==> src/rtl/hex_msg_pkg.sv <==
// Shared encodings for the hex message display controller.
// Latency: n/a (constants and types only).
// Backpressure: n/a.
package hex_msg_pkg;

  localparam logic [1:0] MODE_STATIC = 2'd0;
  localparam logic [1:0] MODE_SCROLL = 2'd1;
  localparam logic [1:0] MODE_BLINK  = 2'd2;

  typedef enum logic [1:0] {
    S_EMPTY  = 2'd0,
    S_SHOW   = 2'd1,
    S_SCROLL = 2'd2
  } state_t;

  // Active-low g..a pattern with every segment dark.
  localparam logic [6:0] SEG_BLANK = 7'h7F;

endpackage

==> src/rtl/hex_msg_ctrl_seg.sv <==
// Hex nibble to active-low seven-segment pattern (bit order g..a).
// Latency: combinational.
// Backpressure: none.
module hex_seg_decode
  import hex_msg_pkg::*;
(
  input  logic [3:0] i_nibble,
  output logic [6:0] o_seg
);

  // Fixed lookup of the sixteen hex glyphs.
  always_comb begin
    o_seg = SEG_BLANK;
    case (i_nibble)
      4'h0: o_seg = 7'h40;
      4'h1: o_seg = 7'h79;
      4'h2: o_seg = 7'h24;
      4'h3: o_seg = 7'h30;
      4'h4: o_seg = 7'h19;
      4'h5: o_seg = 7'h12;
      4'h6: o_seg = 7'h02;
      4'h7: o_seg = 7'h78;
      4'h8: o_seg = 7'h00;
      4'h9: o_seg = 7'h10;
      4'hA: o_seg = 7'h08;
      4'hB: o_seg = 7'h03;
      4'hC: o_seg = 7'h46;
      4'hD: o_seg = 7'h21;
      4'hE: o_seg = 7'h06;
      4'hF: o_seg = 7'h0E;
      default: o_seg = SEG_BLANK;
    endcase
  end

endmodule

==> src/rtl/hex_msg_ctrl.sv <==
// Message buffer sequenced onto NUM_DIGITS seven-segment displays (static/scroll/blink).
// Latency: count updates at the accepting edge; hex_out follows one edge later.
// Backpressure: o_wr_ready drops while the buffer is full, during clear, and in reset.
module hex_msg_ctrl
  import hex_msg_pkg::*;
#(
  parameter int NUM_DIGITS = 4,
  parameter int MSG_LEN    = 8,
  parameter int SCROLL_DIV = 12_500_000,
  parameter int BLINK_DIV  = 25_000_000
) (
  input  logic                    i_clk,
  input  logic                    i_reset_n,
  input  logic                    i_wr_valid,
  input  logic [3:0]              i_wr_data,
  output logic                    o_wr_ready,
  input  logic                    i_clear,
  input  logic [1:0]              i_mode,
  input  logic [NUM_DIGITS-1:0]   i_blank_mask,
  output logic [3:0]              o_count,
  output logic [7*NUM_DIGITS-1:0] o_hex_out
);

  localparam int PW = (MSG_LEN > 1) ? $clog2(MSG_LEN) : 1;
  localparam int SW = (SCROLL_DIV > 1) ? $clog2(SCROLL_DIV) : 1;
  localparam int BW = (BLINK_DIV > 1) ? $clog2(BLINK_DIV) : 1;

  logic [4*MSG_LEN-1:0]    r_buf;
  logic [PW-1:0]           r_wr_ptr;
  logic [3:0]              r_count;
  logic [3:0]              r_start;
  logic [SW-1:0]           r_scroll_cnt;
  logic [BW-1:0]           r_blink_cnt;
  logic                    r_blink_on;
  logic                    r_live;
  logic [1:0]              r_mode_q;
  state_t                  r_state;
  state_t                  w_state_nxt;
  logic [7*NUM_DIGITS-1:0] r_hex;

  logic                    w_wr_fire;
  logic                    w_mode_chg;
  logic                    w_scroll_tc;
  logic                    w_blink_tc;
  logic                    w_step;
  logic                    w_long_msg;
  logic [NUM_DIGITS-1:0]   w_vis;
  logic [3:0]              w_nib [NUM_DIGITS];
  logic [6:0]              w_seg [NUM_DIGITS];
  logic [7*NUM_DIGITS-1:0] w_hex_nxt;

  // r_live keeps the port closed on the reset edge itself.
  assign o_wr_ready  = r_live && (r_count < 4'(MSG_LEN)) && !i_clear;
  assign w_wr_fire   = i_wr_valid && o_wr_ready;
  assign w_mode_chg  = (i_mode != r_mode_q);
  assign w_long_msg  = (r_count > 4'(NUM_DIGITS));
  assign w_scroll_tc = (r_scroll_cnt == SW'(SCROLL_DIV - 1));
  assign w_blink_tc  = (r_blink_cnt == BW'(BLINK_DIV - 1));
  assign w_step      = (r_state == S_SCROLL) && w_scroll_tc && w_long_msg && !w_mode_chg;
  assign o_count     = r_count;
  assign o_hex_out   = r_hex;

  // Next display state: clear wins, otherwise follow the selected mode.
  always_comb begin
    w_state_nxt = r_state;
    if (i_clear) begin
      w_state_nxt = S_EMPTY;
    end else begin
      case (r_state)
        S_EMPTY:  if (w_wr_fire) w_state_nxt = (i_mode == MODE_SCROLL) ? S_SCROLL : S_SHOW;
        S_SHOW:   if (i_mode == MODE_SCROLL) w_state_nxt = S_SCROLL;
        S_SCROLL: if (i_mode != MODE_SCROLL) w_state_nxt = S_SHOW;
        default:  w_state_nxt = S_EMPTY;
      endcase
    end
  end

  // State register.
  always_ff @(posedge i_clk) begin
    if (!i_reset_n) r_state <= S_EMPTY;
    else            r_state <= w_state_nxt;
  end

  // Message storage; contents beyond r_count are never shown, so no reset needed.
  always_ff @(posedge i_clk) begin
    if (w_wr_fire) r_buf[4*int'(r_wr_ptr) +: 4] <= i_wr_data;
  end

  // Fill level, write pointer, scroll window and the two timebases.
  always_ff @(posedge i_clk) begin
    if (!i_reset_n) begin
      r_live       <= 1'b0;
      r_mode_q     <= MODE_STATIC;
      r_count      <= '0;
      r_wr_ptr     <= '0;
      r_start      <= '0;
      r_scroll_cnt <= '0;
      r_blink_cnt  <= '0;
      r_blink_on   <= 1'b1;
    end else begin
      r_live   <= 1'b1;
      r_mode_q <= i_mode;

      if (i_clear) begin
        r_count  <= '0;
        r_wr_ptr <= '0;
      end else if (w_wr_fire) begin
        r_count  <= r_count + 4'd1;
        r_wr_ptr <= r_wr_ptr + PW'(1);
      end

      // Window start wraps on the current fill level; a write this cycle widens it next cycle.
      if (i_clear || w_mode_chg) r_start <= '0;
      else if (w_step)           r_start <= (r_start + 4'd1 == r_count) ? 4'd0 : r_start + 4'd1;

      if (w_mode_chg)                r_scroll_cnt <= '0;
      else if (i_mode == MODE_SCROLL) r_scroll_cnt <= w_scroll_tc ? '0 : r_scroll_cnt + SW'(1);

      if (w_mode_chg) begin
        r_blink_cnt <= '0;
        r_blink_on  <= 1'b1;
      end else if (i_mode == MODE_BLINK) begin
        r_blink_cnt <= w_blink_tc ? '0 : r_blink_cnt + BW'(1);
        if (w_blink_tc) r_blink_on <= !r_blink_on;
      end
    end
  end

  // Pick the nibble for each display position k (k = 0 is the leftmost display).
  always_comb begin
    int idx;
    idx = 0;
    for (int k = 0; k < NUM_DIGITS; k++) begin
      w_vis[k] = 1'b0;
      idx      = k;
      if (r_state == S_SCROLL && w_long_msg) begin
        idx = int'(r_start) + k;
        if (idx >= int'(r_count)) idx = idx - int'(r_count);
        w_vis[k] = 1'b1;
      end else if (r_state != S_EMPTY) begin
        w_vis[k] = (k < int'(r_count));
      end
      w_nib[k] = r_buf[4*idx +: 4];
    end
  end

  for (genvar g = 0; g < NUM_DIGITS; g++) begin : g_dec
    hex_seg_decode u_dec (
      .i_nibble (w_nib[g]),
      .o_seg    (w_seg[g])
    );
  end

  // Blank muxing: hidden position, blink off phase or per-digit mask.
  always_comb begin
    w_hex_nxt = '1;
    for (int i = 0; i < NUM_DIGITS; i++) begin
      w_hex_nxt[7*i +: 7] = (w_vis[NUM_DIGITS-1-i] && r_blink_on && !i_blank_mask[i])
                            ? w_seg[NUM_DIGITS-1-i] : SEG_BLANK;
    end
  end

  // Segment output register.
  always_ff @(posedge i_clk) begin
    if (!i_reset_n) r_hex <= '1;
    else            r_hex <= w_hex_nxt;
  end

endmodule

==> config.mk <==
export PLATFORM = sky130hd
export DESIGN_NAME = hex_msg_ctrl
export DESIGN_NICKNAME = d
export VERILOG_FILES = /design/src/rtl/hex_msg_pkg.sv /design/src/rtl/hex_msg_ctrl_seg.sv /design/src/rtl/hex_msg_ctrl.sv
export SDC_FILE = /design/constraint.sdc
export NUM_CORES = 1
export LEC_CHECK = 0
export CORE_UTILIZATION = 40
export CTS_BUF_LIST = sky130_fd_sc_hd__clkbuf_8
export CTS_CLUSTER_SIZE = 24
export DETAILED_ROUTE_END_ITERATION = 10
export GPL_TIMING_DRIVEN = 1
export SETUP_SLACK_MARGIN = 0.4
export SLEW_MARGIN = 20
export SYNTH_ARGS = -nofsm -noshare
export SYNTH_HDL_FRONTEND = slang
export SYNTH_SLANG_ARGS = --single-unit
==> constraint.sdc <==
create_clock -name i_clk -period 9.9 [get_ports i_clk]
set_clock_uncertainty 0.15 [all_clocks]
set_input_delay 2.475 -clock i_clk [delete_from_list [all_inputs] [get_ports i_clk]]
set_output_delay 2.475 -clock i_clk [all_outputs]
set_load 0.02 [all_outputs]
======== Word-level counts from Yosys, hierarchy flattened ========
Memory sizes are Yosys's and may differ from the RTL's. A register that Yosys moved wholly into a read port is not among the register bits.
Index checks and enable logic that the tools add are counted.
operators by class
  order comparisons ....................... 10
  eq/ne operators ......................... 12
  $mul .................................... 0
  mux-type cells .......................... 26
  add/sub/neg operators ................... 13
  shifts and indexed selects .............. 6
  bitwise logic cells ..................... 1
  divide/modulo/power cells ............... 0
  reductions and logical operators ........ 38
operator list
  cell                     number
  $mux 30                  8
  $shiftx 32x32->4         4
  $neg 5->33               1
  $shift 4x33->32 const A  1
  $shiftx 4x33->32         1
  $bwmux 32                1
  $add 25x1->25 const B    1
  $eq 25x25->1 const B     1
  $mux 25                  1
  $add 24x1->24 const B    1
  $eq 24x24->1 const B     1
  $mux 24                  1
  $sub 5x4->6              3
  $ge 5x4->1               3
  $logic_and 1x1->1        15
  $logic_not 1->1          11
  $add 4x2->5 const B      2
  $reduce_and 2->1         5
  $mux 1                   9
  $add 4x1->4 const B      2
  $lt 1x4->1 const A       2
  $lt 2x4->1 const A       2
  $mux 2                   4
  $ne 2x2->1 const B       3
  19 further kinds         23
word-level totals
  bits in latches ......................... 0
  memory bits (read-only) ................. 448
  register bits ........................... 98
  memories ................................ 4
  RAM bits ................................ 0
  input bits .............................. 14
  output and inout bits ................... 33
  word-level logic and storage cells ...... 120
memory list
  name              words  bits a word  read ports  clocked after Yosys merged registers in  write ports  RTL line                source
  (name not given)  16     7            1           1                                        0            hex_msg_ctrl_seg.sv:14  case (i_nibble)
  (name not given)  16     7            1           1                                        0            hex_msg_ctrl_seg.sv:14
  (name not given)  16     7            1           1                                        0            hex_msg_ctrl_seg.sv:14
  (name not given)  16     7            1           1                                        0            hex_msg_ctrl_seg.sv:14

======== Logic depth before layout (Yosys ltp) ========
Gate-level depths: netlist of run 1.
  depth after elaboration ................. 7
  depth in mapped cells ................... 20
  gate-level depth less buffers ........... 18

======== Hierarchy ========
Synthesis of run 1 repeated with hierarchy kept, for this count alone.
unflattened totals
  cell total of the unflattened synthesis .. 918
  area, all modules ....................... 8,245.4 µm²
modules (own cells, without submodules)
  module          cells an instance  instances  area each (µm²)  sequential area each (µm²)
  hex_msg_ctrl    790                1          7,144.4          2,842.7
  hex_seg_decode  32                 4          275.3            0.0

======== Worst setup path before layout of run 1 ========
No wires, ideal clock.
  path type ............................... input to output
  start point ............................. in i_clear
  end point ............................... out o_wr_ready
  buffers on the path ..................... 0
  data required time ...................... 7.275 ns
  cell stages on the path ................. 1
  slack ................................... 4.199 ns
  arrival ................................. 3.076 ns
  cells stage by stage .................... nor3b_1
on the way
  word-level cells in the longest chain between the ends .. 2
RTL lines
  element            RTL line            source
  from (decl)        hex_msg_ctrl.sv:17  input logic i_clear,
  $logic_not 1->1    hex_msg_ctrl.sv:53  assign o_wr_ready = r_live && (r_count < 4'(MSG_LEN)) && !i_clear;
  $logic_and 1x1->1  hex_msg_ctrl.sv:53
  to (decl)          hex_msg_ctrl.sv:16  output logic o_wr_ready,
Every way passes these cells.

======== Worst setup path in the final report of run 1 ========
Same ends and word-level chain as after synthesis.

==> results.txt, run 1 <==
The netlist uses 86 different library cells. The critical path's largest stage delay was 700 ps. Fill cell instance count of the final layout: 2045.

The share of cells above drive strength 1 was 0.0762; the portion of the post-synthesis area used by sequential elements was 0.332. The run gives 3180 ps as the worst slack at placement. For the final design utilization, the log shows 0.461.

The final critical-path share of the clock period is 0.679. In this run the power density over the cells is 114 nW/um2. The multi-input combinational cells in the finished layout cover a total of 5370 um2.

For the number of hold violations in the final report, the log shows 0. In the routed design, unresolved DRC markers number 0. DRC violation total after the first TritonRoute iteration: 472.

The type of destination of the critical path is a primary output. After layout, the design draws a total of 1.10 mW. CTS saw 126 sinks. The run finished with clean final reports. In this run, CTS created clock tree buffers numbering 17. Data arrives at the worst endpoint at 4100 ps.

In the post-synthesis netlist, the biggest area contributors are sky130_fd_sc_hd__dfxtp_1, sky130_fd_sc_hd__edfxtp_1, sky130_fd_sc_hd__ha_1, sky130_fd_sc_hd__nor2_1, sky130_fd_sc_hd__mux2i_1. The filler-free cell count of the finished design came out at 1312. In this run the post-CTS setup repair buffer count came out at 0.

The congestion estimate from routability-driven global placement came to 0.949. The smallest clock period supported by the final layout is computed as 6720 ps. Area share of the leading cell type in the synthesized netlist: 0.220.

The via count was 7415. For the starting density of the core, the log shows 0.407. The cell with the largest stage delay on the worst path is sky130_fd_sc_hd__clkdlybuf4s50_1. The logs give 0 for the number of max-cap violations and 0 for the count of final max-slew check failures. The most used flip-flop cell after synthesis is sky130_fd_sc_hd__dfxtp_1. For the remaining number of nets flagged by the antenna check after routing, the log shows 0. The most common library cell in the layout ignoring fill and taps is sky130_fd_sc_hd__dfxtp_1. The number of enable-type register cells in the synthesized netlist is 32, and the worst-case headroom to the max-slew limit is 0.317. Buffers inserted to repair hold after CTS numbered 0. Counting stages on the worst path, the most repeated cell is sky130_fd_sc_hd__clkdlybuf4s50_1. The standard-cell row count is 53. The logs give 1279 for the cell count after placement and 3180 ps for the least setup slack across all paths after layout. The logs give 7 for the total iterations of the first detailed-routing run and 9680 um2 for the final standard cell area without fillers. Across all hold checks on the routed design, the worst slack comes to 330 ps.

The H-tree depth is 4. The share of flip-flops with an asynchronous set or reset after synthesis was 0; the slew at the pin closest to its max-slew limit was 1020 ps. Clock tree synthesis selected as its root buffer the cell sky130_fd_sc_hd__clkbuf_8. Nature of the critical path startpoint: an input port. After detailed placement, the total cell area comes to 9200 um2. For the clock network latency to the later pin of the worst-skew pair, the log shows 470 ps. The total detailed-routing wirelength came out at 22100 um. TritonCTS built the clock tree. The antenna diode count is 0, and the number of nets in the final layout is 1089.

Setup repair after global routing left no endpoint under its margin. The total overflow reported by the global router came out at 0. The die footprint was 22000 um2. The aggregate negative setup slack was 0 ps. The die width is 148 um, and the synthesis warning total is 0. The clock passes through at most 2 buffers. The area taken by flip-flops and latches is 2840 um2, and the wire length of the first global-routing pass is 36200 um. The gate count of the mapped netlist is 992, and the detailed-route wire length per cell is 16.8 um. The largest fanout on the critical path came out at 3. In this run the worst hold path is classified as reg2reg. Derived from the worst setup path, the maximum achievable clock frequency is 149 MHz. The overall routing resource usage was 0.211. The logs give 0 for the initial antenna violation count and 3.46 nW for the static leakage power.

The number of nets handed over by synthesis was 1057. The height of the die works out to 148 um. The core region is 21000 um2. Leaving out fill and tap cells, the most frequent cells in the layout are sky130_fd_sc_hd__dfxtp_1, sky130_fd_sc_hd__nor2_1, sky130_fd_sc_hd__nand2_1.

Entering global routing, the biggest net connects 26 pins. Summed over all instances, the cell type with the most area after synthesis is sky130_fd_sc_hd__dfxtp_1. Post-detailed-route via-to-cell ratio: 5.65. The worst-case IR drop observed on VDD is 0.0785 mV.

Clock-pin slew was measured on the worst setup and hold paths at 70 ps. Each instance of the synthesized netlist takes up on average 8.62 um2. Total of cells resized after clock tree synthesis: 0.

The area overhead of the layout relative to synthesis is 13.2%. 47 I/O pins were placed. Setup violations remaining at the end of the flow were counted as 0. After synthesis the netlist holds a flip-flop and latch count of 126. Summing every instance area after synthesis gives 8550 um2.

The via count of the first global-routing pass was 6959; the number of I/O port buffers was 46. The worst setup path is of the in2out kind. Summed over all nets, the half-perimeter wirelength after detailed placement is 16400 um.

STA puts the critical path data required time at 7280 ps. Walking the worst path, the cells encountered are clkdlybuf4s50_1, nor3b_1, clkdlybuf4s50_1.
==> cells by family (layout without fill, tap and decap cells) <==
kind of cell,count (synthesis),count (layout),synth area share
compound gates,223,223,0.184
flops,126,126,0.332
fa+ha+maj,51,51,0.0781
mux,40,40,0.0496
simple gates,407,407,0.252
buf+inv,83,128,0.0410
xor+xnor,62,62,0.0635
==> area by class of cell <==
type | count | area share
clock inverters | 15 | 0.0240
clock buffers | 17 | 0.0242
inverters | 46 | 0.0178
flip-flops and latches | 126 | 0.294
well taps | 275 | 0.0355
repair buffers | 50 | 0.0507
multi-input cells | 783 | 0.554
==> Yosys cell counts (5+ instances only) <==
| library cell | count |
|---|---|
| sky130_fd_sc_hd__nand4_1 | 17 |
| sky130_fd_sc_hd__clkbuf_1 | 18 |
| sky130_fd_sc_hd__nand2_1 | 68 |
| sky130_fd_sc_hd__o21ai_0 | 44 |
| sky130_fd_sc_hd__a211oi_1 | 12 |
| sky130_fd_sc_hd__a21o_1 | 6 |
| sky130_fd_sc_hd__a21boi_0 | 5 |
| sky130_fd_sc_hd__edfxtp_1 | 32 |
| sky130_fd_sc_hd__a21oi_1 | 47 |
| sky130_fd_sc_hd__nor4_1 | 10 |
| sky130_fd_sc_hd__buf_2 | 13 |
| sky130_fd_sc_hd__dfxtp_1 | 94 |
| sky130_fd_sc_hd__a211o_1 | 14 |
| sky130_fd_sc_hd__xor2_1 | 34 |
| sky130_fd_sc_hd__or3_1 | 12 |
| sky130_fd_sc_hd__nor2_1 | 92 |
| sky130_fd_sc_hd__o211ai_1 | 17 |
| sky130_fd_sc_hd__o21a_1 | 5 |
| sky130_fd_sc_hd__nand2b_1 | 16 |
| sky130_fd_sc_hd__o221ai_1 | 13 |
| sky130_fd_sc_hd__nor3_1 | 38 |
| sky130_fd_sc_hd__nand3_1 | 44 |
| sky130_fd_sc_hd__and2_1 | 38 |
| sky130_fd_sc_hd__mux2i_1 | 30 |
| sky130_fd_sc_hd__xnor2_1 | 28 |
| sky130_fd_sc_hd__mux2_2 | 9 |
| sky130_fd_sc_hd__nor2b_1 | 6 |
| sky130_fd_sc_hd__a31oi_1 | 6 |
| sky130_fd_sc_hd__ha_1 | 47 |
| sky130_fd_sc_hd__o22a_1 | 5 |
| sky130_fd_sc_hd__nor3b_1 | 10 |
| sky130_fd_sc_hd__inv_1 | 46 |
| sky130_fd_sc_hd__and3_1 | 13 |
==> power breakdown <==
group / internal [mW] / switching [mW] / total, mW
clock network: 0.304 / 0.237 / 0.541
registers: 0.527 / 0.00216 / 0.529
logic: 0.0137 / 0.0211 / 0.0348
total: 0.845 / 0.260 / 1.10
==> critical path: cells and delay by family <==
| family | cells | cell delay [ps] |
|---|---|---|
| buffers and inverters | 2 | 1170 |
| and+or+nand+nor | 1 | 450 |
==> layer usage <==
metal  wire length [um]  vias up  global-route usage
li1                   -     3705                   -
met1              10700     3492               0.289
met2               9710      188               0.323
met3               1180       30              0.0390
met4                473        0              0.0892
met5                  0        -                   0
==> state kept, by name, indices dropped and copies added (netlist names) <==
register / cells
r_buf: 32
o_hex_out: 28
r_blink_cnt: 25
r_scroll_cnt: 24
o_count: 4
r_start: 4
r_wr_ptr: 3
r_mode_q: 2
r_state: 2
r_blink_on: 1
r_live: 1
==> path summary, 6_finish.rpt <==
path	cells past startpoint	start	slack, ps	endpoint
setup / recovery	3	i_clear	3180	o_wr_ready
hold / removal	2	r_scroll_cnt[1]	330	r_scroll_cnt[1]
setup reg to reg	17	r_start[1]	4510	o_hex_out[4]
hold reg to reg	2	r_scroll_cnt[1]	330	r_scroll_cnt[1]
Note: power is estimated with default switching activity, not from simulation.
==> inputs of run 2 (changes only) <==
==> constraint.sdc (replaced) <==
create_clock -name i_clk -period 6 [get_ports i_clk]
set_clock_uncertainty 0.15 [all_clocks]
set_input_delay 1.5 -clock i_clk [delete_from_list [all_inputs] [get_ports i_clk]]
set_output_delay 1.5 -clock i_clk [all_outputs]
set_load 0.02 [all_outputs]
==> run 2 against run 1 <==
Routed wire length is 0.29% higher. Critical path depth is 15 higher. Flip-flop and latch count stayed put. Utilization is 0.18 points lower. Clock-buffer cell count stayed put. Global-route usage is 0.093 points lower. Sequential power is 65% higher. Combinational power is 64% higher. Worst hold slack better by 10 ps. Sequential share of layout area is 0.12 points higher. Design area is 0.40% lower. Highest routed layer unchanged. First-iteration DRC count is 33% higher.
==> results.txt, run 2 (same netlist as run 1, synthesis figures left out) <==
The run finished with clean final reports. The tools report the area occupied by multi-input gates as 5370 um2 (unchanged). The final critical delay including setup and external delays was 5090 ps; the number of max-cap violations was 0 (unchanged). The type of the worst min-delay path was reg2reg. The library cell used most frequently in the layout, excluding fill and tap cells, is sky130_fd_sc_hd__dfxtp_1. The category of the most critical setup path was reg2reg. The worst-case headroom to the max-slew limit came out at 0.329 (+0.0120). The slew at the pin closest to its max-slew limit is 999 ps (-25.7 ps).

For the wire length on met3, the log shows 1510 um (+28%). The number of hold violations in the final report is 0 (unchanged), and the starting density of the core is 0.407 (unchanged). The number of cells on the worst reg-to-reg path is 18 (+1), and the count of final max-slew check failures is 0 (unchanged). The initial antenna violation count is 0 (unchanged), and the total iterations of the first detailed-routing run is 7 (unchanged). The logs give 3.45 nW (-0.43%) for the static leakage power and 2840 um2 (unchanged) for the area taken by flip-flops and latches. Top layer reached by signal wires: met4. For the cell area reported after detailed placement, the log shows 9220 um2 (+0.16%). The register-to-register setup slack came out at 910 ps (-3600 ps). The maximum number of buffers from clock root to sink came out at 2 (unchanged). The worst-case hold slack was 340 ps (+10.1 ps); the aggregate negative setup slack was 0 ps (unchanged). The tools report the routed metal-1 wirelength as 10500 um (-2.4%). The startpoint identified for the worst hold timing path is r_scroll_cnt[15]. The via count was 7423 (+0.11%). The buffers inserted during post-CTS setup optimization is 0 (unchanged). The arrival time reported for the critical path endpoint was 5220 ps (+1120 ps). The total power per unit cell area works out to 180 nW/um2 (+58%). The logs give 126 (unchanged) for the sink count of the clock tree and 2054 (+0.44%) for the fill cell instance count of the final layout.

Compared with the post-synthesis result, the final layout area differs by 12.7%. Standard-cell row count: 53 (unchanged). The critical path starts at r_start[1]. The die width works out to 148 um (unchanged). The total overflow reported by the global router is 0 (unchanged). On the critical path, the stage with the largest delay is an instance of sky130_fd_sc_hd__or2_0. For the total setup violations reported at the end of the flow, the log shows 0 (unchanged).

The worst ir drop on vdd is 0.138 mV (+75%), and the number of flip-flops under the largest register name is 32 (unchanged). Share of cells above drive strength 1: 0.0771 (+0.000890). STA classifies the critical path endpoint as a register. The overall routing resource usage is 0.210 (-0.000925), and the clock network latency to the later pin of the worst-skew pair is 460 ps (about the same). The height of the die is 148 um (unchanged). For the H-tree depth, the log shows 4 (unchanged). The number of nets in the final layout is 1090 (+0.092%). The via count of the first global-routing pass was 6983 (+0.34%); the final critical-path share of the clock period was 0.848.

Antenna diode count: 0 (unchanged). Wire length of the first global-routing pass: 36400 um (+0.46%). The logs give 196 MHz for the maximum operating frequency and 22000 um2 (unchanged) for the die footprint. The end point of the critical path is o_hex_out[4]. The run gives 9820 um (+1.1%) as the total met2 wirelength after detailed routing. Post-detailed-route via-to-cell ratio: 5.65 (about the same).

The remaining number of nets flagged by the antenna check after routing came out at 0 (unchanged). The core area is 21000 um2 (unchanged). The tools report the DRC violation total after the first TritonRoute iteration as 626 (+33%). The tools report the number of CTS-inserted buffers as 17 (unchanged). The number of I/O port buffers came out at 46 (unchanged). Leaving out fill and tap cells, the most frequent cells in the layout are sky130_fd_sc_hd__dfxtp_1, sky130_fd_sc_hd__nor2_1, sky130_fd_sc_hd__nand2_1. The nature of the critical path startpoint is a register. Post-detailed-placement half-perimeter wirelength: 16600 um (+1.1%).

For the total of cells resized after clock tree synthesis, the log shows 0 (unchanged). Walking the worst path, the cells encountered are inv_1, ha_1, a21oi_1, xnor2_1, ha_1, a21oi_1, nand2_1, nor3_1, buf_4, or2_0, mux2i_1, a21oi_1, a32o_1, inv_1, ha_1, mux2_2, nand2_1, o211ai_1. The number of top-level pins is 47 (unchanged). The worst register-to-register path begins at r_start[1]. The run gives 0.933 (-1.6%) as the final RePlAce weighted congestion. The tools report the pin count of the biggest net entering global routing as 26 (unchanged).

The largest fanout on the critical path was 15 (+12); the final standard cell area without fillers was 9640 um2 (-0.40%). In this run the critical register-to-register path is captured at o_hex_out[4]. TritonCTS built the clock tree. The detailed-route wire length per cell was 16.9 um (+0.21%). The critical path's largest stage delay came out at 620 ps (-80 ps). The run gives 22200 um (+0.29%) as the total detailed-routing wirelength. Ranked by flip-flop count, first place goes to r_buf.

The count of hold-fix buffers inserted at cts is 0 (unchanged). The data required time of the critical path is 6130 ps (-1150 ps), and the clock transition at the registers of the reported paths is 90 ps (+20 ps). Setup repair after global routing left no endpoint under its margin.

DRC violations left: 0 (unchanged). The tree is rooted in a sky130_fd_sc_hd__clkbuf_8. Final design utilization: 0.459 (-0.00184).
-- run 2: changes by cell type in the layout (fill, tap and decap cells not counted) --
cell	before	now
sky130_fd_sc_hd__clkinv_4	3	4
sky130_fd_sc_hd__bufinv_16	5	3
sky130_fd_sc_hd__clkinv_2	1	2
sky130_fd_sc_hd__buf_4	3	5
sky130_fd_sc_hd__clkbuf_4	1	0
-- run 2: where the power goes --
part | switching (mW) | internal [mW] | leakage, nW
Sequential | 0.00376 | 0.869 | 1.10
Combinational | 0.0345 | 0.0227 | 2.14
Clock | 0.386 | 0.418 | 0.213
-- run 2: layout make-up --
class	count	share of cell area
Clock buffer	17	0.0243
Timing Repair Buffer	51	0.0516
Tap cell	275	0.0357
Sequential cell	126	0.295
Clock inverter	15	0.0193
Inverter	46	0.0179
Multi-Input combinational cell	783	0.556
-- run 2: critical path: cells and delay by family, from the launching register on --
kind                     cells  cell delay [ps]
AO/OA/AOI/OAI                5             1030
XOR/XNOR                     1              190
adder cells (fa/ha/maj)      3              840
buffers and inverters        3              540
flip-flops                   1              560
multiplexers                 2              440
AND/OR/NAND/NOR              4             1150
-- run 2: worst min path at each step --
stage	slack, ps	endpoint	cells after the start
global placement	320	r_scroll_cnt[1]	2
global route	360	r_scroll_cnt[15]	2
detailed placement	330	r_scroll_cnt[1]	2
CTS	340	r_scroll_cnt[1]	2
finish	340	r_scroll_cnt[15]	2
floorplan	300	r_scroll_cnt[1]	2
-- run 2: per-layer routing --
| metal | vias up | global-route usage |
|---|---|---|
| li1 | 3691 | - |
| met1 | 3455 | 0.293 |
| met2 | 250 | 0.327 |
| met3 | 27 | 0.0365 |
| met4 | 0 | 0.0649 |
| met5 | - | 0 |
-- run 2: metrics by stage --
stage | worst slack (ps) | cells | total power, mW
after floorplan | 1760 | 992 | 0.926
after global placement | 1170 | 1281 | 0.950
after detailed placement | 1030 | 1281 | 0.950
after CTS | 970 | 1313 | 1.76
after global routing | 465 | 1313 | 1.80
final | 910 | 1313 | 1.73
==> inputs of run 3 (changes only) <==
==> constraint.sdc (replaced) <==
create_clock -name i_clk -period 4.1 [get_ports i_clk]
set_clock_uncertainty 0.15 [all_clocks]
set_input_delay 1.025 -clock i_clk [delete_from_list [all_inputs] [get_ports i_clk]]
set_output_delay 1.025 -clock i_clk [all_outputs]
set_load 0.02 [all_outputs]
==> run 3 against run 2 <==
Sequential power rose by 45%. Fmax rose by 30%. Power rose by 42%. First-iteration DRC count rose by 11%. Utilization rose by 9.8 points. The run now ends with design-rule violations left.
==> results.txt, run 3 (same netlist as run 1, synthesis figures left out) <==
The flow ran to the end, but the final reports show violations. The checks that failed: design-rule violations. The end point of the critical path is o_hex_out[18]. For the worst ir drop on vdd, the log shows 0.210 mV (+52%). Slew at the pin closest to its max-slew limit: 840 ps (-159 ps).

The tools report the H-tree depth as 4 (unchanged). The top layer reached by signal wires is met4. The arrival time reported for the critical path endpoint was 4060 ps (-1160 ps). The tools report the via count as 8227 (+11%). The clock transition at the registers of the reported paths was 80 ps (about the same).

The core area is 21000 um2 (unchanged). The remaining number of nets flagged by the antenna check after routing is 0 (unchanged). The logs give 1231 (+13%) for the number of nets in the final layout and 9830 um2 (+6.6%) for the cell area reported after detailed placement.

The number of logic stages on the critical path including buffering is 18 (unchanged), and the largest fanout on the critical path is 6 (-9). The critical path is of the reg2reg type. TritonCTS built the clock tree.

The sink count of the clock tree was 126 (unchanged); the total met2 wirelength after detailed routing was 12000 um (+23%). The number of top-level pins is 47 (unchanged). The cell with the largest stage delay on the worst path was sky130_fd_sc_hd__dfxtp_4. The antenna diode count is 0 (unchanged), and the area overhead of the layout relative to synthesis is 36.8%. Least setup slack across all paths after layout: 196 ps (-714 ps). The logs give 0 (unchanged) for the total overflow reported by the global router and 0.407 (unchanged) for the starting density of the core. STA classifies the critical path endpoint as a register. The post-detailed-placement half-perimeter wirelength is 17800 um (+7.1%), and the count of final max-slew check failures is 0 (unchanged). The share of cells above drive strength 1 was 0.293 (+0.216). For the aggregate negative setup slack, the log shows 0 ps (unchanged). Counting flops per register, the top entry is r_buf. The run gives 2.46 mW (+42%) as the total power of the final layout. The post-detailed-route via-to-cell ratio came out at 5.66 (about the same). Detailed-route wire length per cell: 17.8 um (+5.3%). STA classifies the critical path startpoint as a register. The register-to-register setup slack was 200 ps (-710 ps). In this run the critical register-to-register path is launched from r_start[1]. The run gives 0 (unchanged) as the total setup violations reported at the end of the flow.

The root buffer cell chosen for the clock tree is sky130_fd_sc_hd__clkbuf_8. The overall routing resource usage was 0.222 (+0.0127). The endpoint identified for the worst register-to-register timing path is o_hex_out[18]. The total detailed-routing wirelength is 25800 um (+17%), and the number of max-cap violations is 0 (unchanged).

Grouping stages by cell kind, the critical path spends the most delay in compound AO/OA/AOI/OAI gates. The total power per unit cell area was 210 nW/um2 (+17%); the critical path's largest stage delay was 440 ps (-180 ps). Number of flip-flops under the largest register name: 32 (unchanged). The final RePlAce weighted congestion came out at 0.957 (+2.5%). For the maximum number of buffers from clock root to sink, the log shows 2 (unchanged). The clock network latency to the later pin of the worst-skew pair is 460 ps (about the same), and the final critical delay including setup and external delays is 3900 ps (-1190 ps). The run gives 11700 um2 (+21%) as the final standard cell area without fillers. In the layout the commonest cells are sky130_fd_sc_hd__buf_4, sky130_fd_sc_hd__nor2_1, sky130_fd_sc_hd__dfxtp_1. For the final design utilization, the log shows 0.557 (+0.0979). For the standard-cell row count, the log shows 53 (unchanged).

The worst slack at placement is 62.9 ps (-968 ps), and the height of the die is 148 um (unchanged). The final critical-path share of the clock period is 0.952 (+0.104), and the number of cells on the worst reg-to-reg path is 18 (unchanged). The logs give 2 (+2) for the DRC violations left and 4.31 nW (+25%) for the static leakage power. For the via count of the first global-routing pass, the log shows 7400 (+6.0%).

The min-delay analysis places its worst path in the category reg2reg. The logs give 17 (unchanged) for the number of CTS-inserted buffers and 1454 (+11%) for the filler-free cell count of the finished design. Hold-critical path depth: 2 (unchanged).

The worst-case headroom to the max-slew limit was 0.435 (+0.106). The worst-case hold slack was 331 ps (-8.67 ps). The tools report the source of the critical timing path as r_start[1]. For the number of hold violations in the final report, the log shows 0 (unchanged).

The die width is 148 um (unchanged). Setup repair after global routing could not meet its margin everywhere. The initial antenna violation count was 0 (unchanged); the pin count of the biggest net entering global routing was 26 (unchanged). Leaving out fill and tap cells, the most frequent cell in the layout is sky130_fd_sc_hd__buf_4.

The tools report the maximum operating frequency as 256 MHz (+30%). The signal on the critical path passes through ha_4, xnor2_4, inv_2, ha_4, a21o_1, or3_4, a211oi_4, nor4_4, buf_4, a311oi_2, buf_4, o211ai_1, o221ai_2, buf_4, clkinvlp_4, ha_4, mux2i_1, o221ai_1. The routed metal-1 wirelength came out at 11500 um (+9.8%).

The logs give 8 (+1) for the total iterations of the first detailed-routing run and 22000 um2 (unchanged) for the die footprint. The DRC violation total after the first TritonRoute iteration was 694 (+11%). Number of I/O port buffers: 46 (unchanged). The logs give 1339 (+4.5%) for the cell count after placement and 1710 um (+13%) for the wire length on met3.

The data required time of the critical path is 4260 ps (-1870 ps). The count of hold-fix buffers inserted at cts is 0 (unchanged), and the wire length of the first global-routing pass is 38300 um (+5.2%). Critical path buffer and inverter count: 5 (+2).
## run 3: changes by cell type in the layout (fill, tap and decap cells not counted), sizes merged
cell / before / now
inv: 51 / 53
clkinv: 6 / 2
nor3: 40 / 41
clkinvlp: 1 / 5
bufinv: 3 / 1
clkbuf: 17 / 19
clkdlybuf4s50: 46 / 45
dlymetal6s2s: 0 / 1
buf: 5 / 143
## run 3: how the worst min path moves through the flow
stage                                from              end  slack (ps)
after floorplan           r_scroll_cnt[1]  r_scroll_cnt[1]         300
after global placement    r_scroll_cnt[1]  r_scroll_cnt[1]         320
after detailed placement  r_scroll_cnt[1]  r_scroll_cnt[1]         320
after CTS                 r_scroll_cnt[1]  r_scroll_cnt[1]         330
after global routing      r_scroll_cnt[1]  r_scroll_cnt[1]         350
final                     r_scroll_cnt[1]  r_scroll_cnt[1]         330
## run 3: layout make-up
cell class	instances	area, um2
inverter	46	195
tap	275	344
clock inverter	15	149
timing repair buffer	191	1660
fill	1846	9320
clock buffer	17	234
sequential	126	2860
multi-input combinational	784	6260
## run 3: repair_timing
item,CTS,global route
cloned,0,5
setup endpoints to repair,27,27
pin swaps,27,55
gates resized for setup,71,109
setup buffers,34,44
## run 3: worst register-to-register path, stage by stage, from the launching register on
cell                         delay [ps]
sky130_fd_sc_hd__dfxtp_4            440
sky130_fd_sc_hd__ha_4               200
sky130_fd_sc_hd__xnor2_4            130
sky130_fd_sc_hd__inv_2               80
sky130_fd_sc_hd__ha_4               260
sky130_fd_sc_hd__a21o_1             200
sky130_fd_sc_hd__or3_4              400
sky130_fd_sc_hd__a211oi_4           300
sky130_fd_sc_hd__nor4_4              50
sky130_fd_sc_hd__buf_4              160
sky130_fd_sc_hd__a311oi_2           210
sky130_fd_sc_hd__buf_4              180
sky130_fd_sc_hd__o211ai_1           100
sky130_fd_sc_hd__o221ai_2           110
sky130_fd_sc_hd__buf_4              190
sky130_fd_sc_hd__clkinvlp_4         140
sky130_fd_sc_hd__ha_4               210
sky130_fd_sc_hd__mux2i_1            120
sky130_fd_sc_hd__o221ai_1           110
## run 3: metal layers
layer  GRT usage  up-vias
li1            -     3979
met1       0.299     3916
met2       0.354      290
met3      0.0466       42
met4      0.0732        0
met5           0        -
## run 3: report_power, final
part | switching, mW | internal, mW | leakage (nW)
Sequential | 0.00485 | 1.27 | 1.10
Combinational | 0.0558 | 0.0426 | 3.02
Clock | 0.589 | 0.498 | 0.186
